`config.mk`:
```
export PLATFORM = sky130hd
export DESIGN_NAME = instr_fetch
export DESIGN_NICKNAME = d
export VERILOG_FILES = /design/src/rtl/ifetch_pkg.sv /design/src/rtl/ifetch_skid.sv /design/src/rtl/instr_fetch.sv
export SDC_FILE = /design/constraint.sdc
export NUM_CORES = 1
export LEC_CHECK = 0
export BUFFER_PORTS_ARGS = -buffer_cell sky130_fd_sc_hd__clkbuf_2
export CAP_MARGIN = 20
export CELL_PAD_IN_SITES_DETAIL_PLACEMENT = 0
export CELL_PAD_IN_SITES_GLOBAL_PLACEMENT = 1
export CORE_ASPECT_RATIO = 0.5
export CORE_UTILIZATION = 30
export DETAILED_ROUTE_END_ITERATION = 8
export PLACE_DENSITY = 0.59
export SYNTH_ARGS = -nofsm -noshare
export SYNTH_HDL_FRONTEND = slang
export SYNTH_SLANG_ARGS = --single-unit
```
`constraint.sdc`:
```
create_clock -name clk -period 2.3 [get_ports clk]
set_clock_uncertainty 0.1 [all_clocks]
set_input_delay 0.115 -clock clk [delete_from_list [all_inputs] [get_ports clk]]
set_output_delay 0.115 -clock clk [all_outputs]
set_load 0.05 [all_outputs]
```
`src/rtl/ifetch_pkg.sv`:
```
// ifetch_pkg: shared types and constants for instr_fetch (LOAD state only with IFETCH_LOADER_EN)
package ifetch_pkg;
    localparam int XLEN = 32;
    localparam int INSTR_W = 32;
    localparam logic [XLEN-1:0] PC_STEP = 32'd4;
`ifdef IFETCH_LOADER_EN
    typedef enum logic [1:0] {IDLE, RUN, LOAD} state_t;
`else
    typedef enum logic [1:0] {IDLE, RUN} state_t;
`endif
endpackage

```
`src/rtl/ifetch_skid.sv`:
```
// ifetch_skid: one-entry pc+instr hold buffer used while decode stalls
module ifetch_skid
    import ifetch_pkg::*;
(
    input  logic               clk,
    input  logic               rst_n,
    input  logic               load,
    input  logic               clear,
    input  logic [XLEN-1:0]    pc_in,
    input  logic [INSTR_W-1:0] instr_in,
    output logic               valid,
    output logic [XLEN-1:0]    pc,
    output logic [INSTR_W-1:0] instr
);
    logic               valid_q, valid_d;
    logic [XLEN-1:0]    pc_q, pc_d;
    logic [INSTR_W-1:0] instr_q, instr_d;

    always_comb begin
        valid_d = load | (valid_q & ~clear);
        pc_d    = load ? pc_in : pc_q;
        instr_d = load ? instr_in : instr_q;
    end

    always_ff @(posedge clk or negedge rst_n) begin
        if (!rst_n) begin
            valid_q <= 1'b0;
            pc_q    <= '0;
            instr_q <= '0;
        end else begin
            valid_q <= valid_d;
            pc_q    <= pc_d;
            instr_q <= instr_d;
        end
    end

    assign valid = valid_q;
    assign pc    = pc_q;
    assign instr = instr_q;
endmodule

```
`src/rtl/instr_fetch.sv`:
```
// instr_fetch: PC, SRAM read issue and valid/ready fetch output; loader port under IFETCH_LOADER_EN
module instr_fetch
    import ifetch_pkg::*;
#(
    parameter logic [XLEN-1:0] RESET_PC = 32'h0000_0000
) (
    input  logic               clk,
    input  logic               rst_n,
    output logic               instr_sram_en,
    output logic               instr_sram_we,
    output logic [XLEN-1:0]    instr_sram_addr,
    output logic [INSTR_W-1:0] instr_sram_wdata,
    input  logic [INSTR_W-1:0] instr_sram_rdata,
`ifdef IFETCH_LOADER_EN
    input  logic               load_en,
    input  logic [XLEN-1:0]    load_addr,
    input  logic [INSTR_W-1:0] load_wdata,
`endif
    input  logic               redirect_valid,
    input  logic [XLEN-1:0]    redirect_pc,
    input  logic               id_ready,
    output logic               if_valid,
    output logic [XLEN-1:0]    if_pc,
    output logic [INSTR_W-1:0] if_instr
);
    state_t             state_q, state_d;
    logic [XLEN-1:0]    pc_q, pc_d;
    logic               resp_valid_q, resp_valid_d;
    logic [XLEN-1:0]    resp_pc_q, resp_pc_d;
    logic               hold_valid, hold_load, hold_clear;
    logic [XLEN-1:0]    hold_pc, addr;
    logic [INSTR_W-1:0] hold_instr;
    logic               stall, issue, load_st;
    logic [XLEN-1:0]    ld_addr;
    logic [INSTR_W-1:0] ld_wdata;

`ifdef IFETCH_LOADER_EN
    logic [XLEN-1:0]    ld_addr_q;
    logic [INSTR_W-1:0] ld_wdata_q;
    assign load_st  = state_q == LOAD;
    assign state_d  = load_en ? LOAD : RUN;
    assign ld_addr  = ld_addr_q;
    assign ld_wdata = ld_wdata_q;

    // Loader write is registered so it lands on the SRAM the cycle after load_en.
    always_ff @(posedge clk or negedge rst_n) begin
        if (!rst_n) begin
            ld_addr_q  <= '0;
            ld_wdata_q <= '0;
        end else if (load_en) begin
            ld_addr_q  <= load_addr & ~32'h3;
            ld_wdata_q <= load_wdata;
        end
    end
`else
    assign load_st  = 1'b0;
    assign state_d  = RUN;
    assign ld_addr  = '0;
    assign ld_wdata = '0;
`endif

    always_comb begin
        if_valid     = ~redirect_valid & ~load_st & (hold_valid | resp_valid_q);
        stall        = if_valid & ~id_ready;
        addr         = redirect_valid ? (redirect_pc & ~32'h3) : pc_q;
        issue        = (state_q == RUN) & (redirect_valid | ~stall);
        pc_d         = load_st ? RESET_PC : issue ? addr + PC_STEP : pc_q;
        resp_valid_d = issue;
        resp_pc_d    = issue ? addr : resp_pc_q;
        hold_load    = resp_valid_q & ~hold_valid & stall;
        hold_clear   = id_ready | redirect_valid | load_st;
        if_pc        = hold_valid ? hold_pc : resp_pc_q;
        if_instr     = hold_valid ? hold_instr : instr_sram_rdata;
    end

    always_ff @(posedge clk or negedge rst_n) begin
        if (!rst_n) begin
            state_q      <= IDLE;
            pc_q         <= RESET_PC;
            resp_valid_q <= 1'b0;
            resp_pc_q    <= '0;
        end else begin
            state_q      <= state_d;
            pc_q         <= pc_d;
            resp_valid_q <= resp_valid_d;
            resp_pc_q    <= resp_pc_d;
        end
    end

    ifetch_skid u_skid (
        .clk      (clk),
        .rst_n    (rst_n),
        .load     (hold_load),
        .clear    (hold_clear),
        .pc_in    (resp_pc_q),
        .instr_in (instr_sram_rdata),
        .valid    (hold_valid),
        .pc       (hold_pc),
        .instr    (hold_instr)
    );

    assign instr_sram_en    = issue | load_st;
    assign instr_sram_we    = load_st;
    assign instr_sram_addr  = load_st ? ld_addr : addr;
    assign instr_sram_wdata = load_st ? ld_wdata : '0;
endmodule
```
==> run metrics <==
WP data required approximately 2.1 ns; crit path DAT 1.93 ns; distinct cell type count after synthesis 46; FMAX 0.467 GHz; GRT met3 Usage 3.04%; most numerous cell in the Yosys netlist mux2_2; CTS H-tree lvls 4; Clock transition at path regs 0.06 ns; # diodes 0; Synth-to-Final Area Change 33.8%; crit end category primary output; critical path cell sequence o21bai_1, o21ai_4, clkinv_1, buf_4, clkbuf_2; TritonRoute pass-1 iters 6; first-iteration detailed-routing DRC count 270; outcome finished, final reports clean; Hold Path Sink resp_pc_q[7]$_DFFE_PN0P_; Initial Utilization 31.4%; slew margin rel. 64.6%; unrepaired setup endpoints after global routing no; setup_tns 0 ns; die footprint 23900 um^2; Clk Tree Root Cell clkbuf_16; Period minus WS final 2.14 ns; hold depth 3; Max clock buf depth 2; maximum fanout along the worst path 7; Die H 110 um; hpwl dp 14000 um; Final #Nets 937; Global Route Usage Sum 16.5%; largest net degree at the start of global routing 64; worst r2r src pc_q[4]$_DFFE_PN0P_; vias in the first global route 5320; Post-synth EDFFs 0; total grt overflow 0; crit path launch type flip-flop; Critical-path top delay cell dfrtp_2; Core ar. 22200 um^2; YS warnings 0; Worst IR Drop VDD about 500 uV; leak pwr between 4 and 5 nW; DRC violations left 0; final worst path period share between 90% and 100%; Setup Buffers After CTS 0; drt wl/cell 16.3 um; Vias per Instance 4.63; P per Cell Area 909 nW/um^2; Reg2Reg Setup Slack ~0.19 ns; Core Util, Final approximately two fifths; antenna-violating nets left 0; Clock Latency Late Sink 0.42 ns; synthesized area approximately 7000 um^2; Worst Tran Pin Value roughly 0.53 ns; Crit path buffers/inverters 3; Synth top area share 46.3%; Routed WL 19200 um; CTS buffer count 17; synth cell count leaders mux2_2, dfrtp_1, nand2_1, o21ai_0, buf_4; area of placed instances 8320 um^2; Hold Vio Cnt, Final 0; Setup violations, final 0; Hold Path Class input port to flip-flop; CTS tree yes; Max Cap Viol 0; initial antenna violation count 0; post-synth top area cell dfrtp_1; num rows 38; GR Util met1 between 20 and 25%; post-synthesis sequential area ratio 46.3%; max-slew violations 0; r2r worst-path depth 6; layout cells sized above 1 43.0%; clk sinks between 100 and 150; Design Area, Final 9320 um^2; FF+latch count, synth 129; CP Class flip-flop to primary output; post-synthesis cell count 642; global-route wire length before repair roughly 30000 um; top cells by area, synth dfrtp_1, mux2_2, nand2_1, buf_4, mux2i_1; # IOs between 150 and 200; Most Crowded Layer GR met2; met2 track demand over resource a little over a quarter; family with the most delay on the worst path buffers and inverters; Reg-to-Reg End pc_q[31]$_DFFE_PN0P_; Avg Cell Area, Syn 10.9 um^2; HP Start redirect_pc[7]; Die Width 218 um; DR vias 5471; number of port buffers around 160; Pwr Total 0.00848 W; fraction of registers with async set/reset 100%; Top FF cell, synth dfrtp_1; gpl congestion 0.767; crit-path max cell delay 0.42 ns
-- logic make-up (layout without fill, tap and decap cells) --
kind of cell / Yosys count / in the layout / share of synthesized area [%]
muxes: 156 / 156 / 24.8
xor gates and xnor gates: 17 / 17 / 2.14
AOI/OAI and AO/OA: 89 / 89 / 8.03
other: 2 / 34 / 0.108
and+or+nand+nor: 153 / 153 / 11.2
buffers and inverters: 95 / 302 / 7.24
DFF: 129 / 129 / 46.3
adders and majority gates: 1 / 1 / 0.180
-- registers in the layout, indices dropped and copies added, names as in the netlist --
signal and cells:
pc_q 32, u_skid.instr 32, u_skid.pc 32, resp_pc_q 30, resp_valid_q 1, state_q 1
u_skid.valid 1
-- placed cells by master (no fill, tap or decap), drive strengths merged, types with 6 or more instances in the layout --
cell type    count
a21oi            9
clkinv           6
clkbuf         178
o31ai            7
buf             44
xnor2           17
mux2i           23
nand2           76
o21ai           46
dlygate4sd3     37
dfrtp          129
nand3b           9
conb            34
inv             30
nand3           18
nor2            10
mux2           133
nor3             7
nand4           14
-- routing by layer --
metal  part of all wire [%]  wire, um  vias to the layer above
li1                       -         -                     2670
met1                     48      9250                     2686
met2                     47      9090                       99
met3                    3.4       657                       16
met4                    1.3       242                        0
met5                      0         0                        -
-- report_power, final --
group	internal (W)	switching, W
registers	0.00275	0.000291
logic	0.000859	0.00163
clock network	0.00183	0.00112
total	0.00544	0.00304
-- area by class of cell --
type | count | area [um^2]
Timing Repair Buffer | 242 | 1580
Clock buffer | 17 | 425
Fill cell | 2155 | 12900
Tap cell | 300 | 375
Clock inverter | 15 | 209
Inverter | 28 | 108
Sequential cell | 129 | 3230
Multi-Input combinational cell | 450 | 3390
-- how the worst max path moves through the flow --
stage | from | end | slack (ns) | cells after the start
after floorplan | redirect_valid | pc_q[30]$_DFFE_PN0P_ | -0.27 | 12
after global placement | redirect_valid | pc_q[31]$_DFFE_PN0P_ | 0.01 | 8
after detailed placement | redirect_valid | pc_q[31]$_DFFE_PN0P_ | -0.02 | 8
after CTS | u_skid.valid$_DFF_PN0_ | instr_sram_en | 0.13 | 5
after global routing | u_skid.valid$_DFF_PN0_ | instr_sram_en | 0.05 | 5
final | u_skid.valid$_DFF_PN0_ | instr_sram_en | 0.16 | 5
-- through the flow --
| step | setup WS, ns | cells | hold slack (ns) |
|---|---|---|---|
| floorplan | -0.266 | 674 | -0.281 |
| global placement | 0.0120 | 1112 | 0.0164 |
| detailed placement | -0.0232 | 1112 | 0.0128 |
| CTS | 0.125 | 1181 | 0.000685 |
| global route | 0.0505 | 1181 | 0.0379 |
| finish | 0.157 | 1181 | 0.00310 |
-- worst register-to-register path, cell delays in order (launching register included) --
cell and delay, ns:
dfrtp_1 0.44, nand4b_4 0.13, a222oi_1 0.36, buf_4 0.18, nand4_1 0.26, o31a_1 0.36, o31ai_1 0.20
-- repair_timing --
action                                 in CTS  in global routing
hold buffers                               37                  0
setup endpoints to repair                   0                  0
resized for setup                           0                  0
endpoints found under the hold margin      85                  0
(Power assumes the default switching activity.)
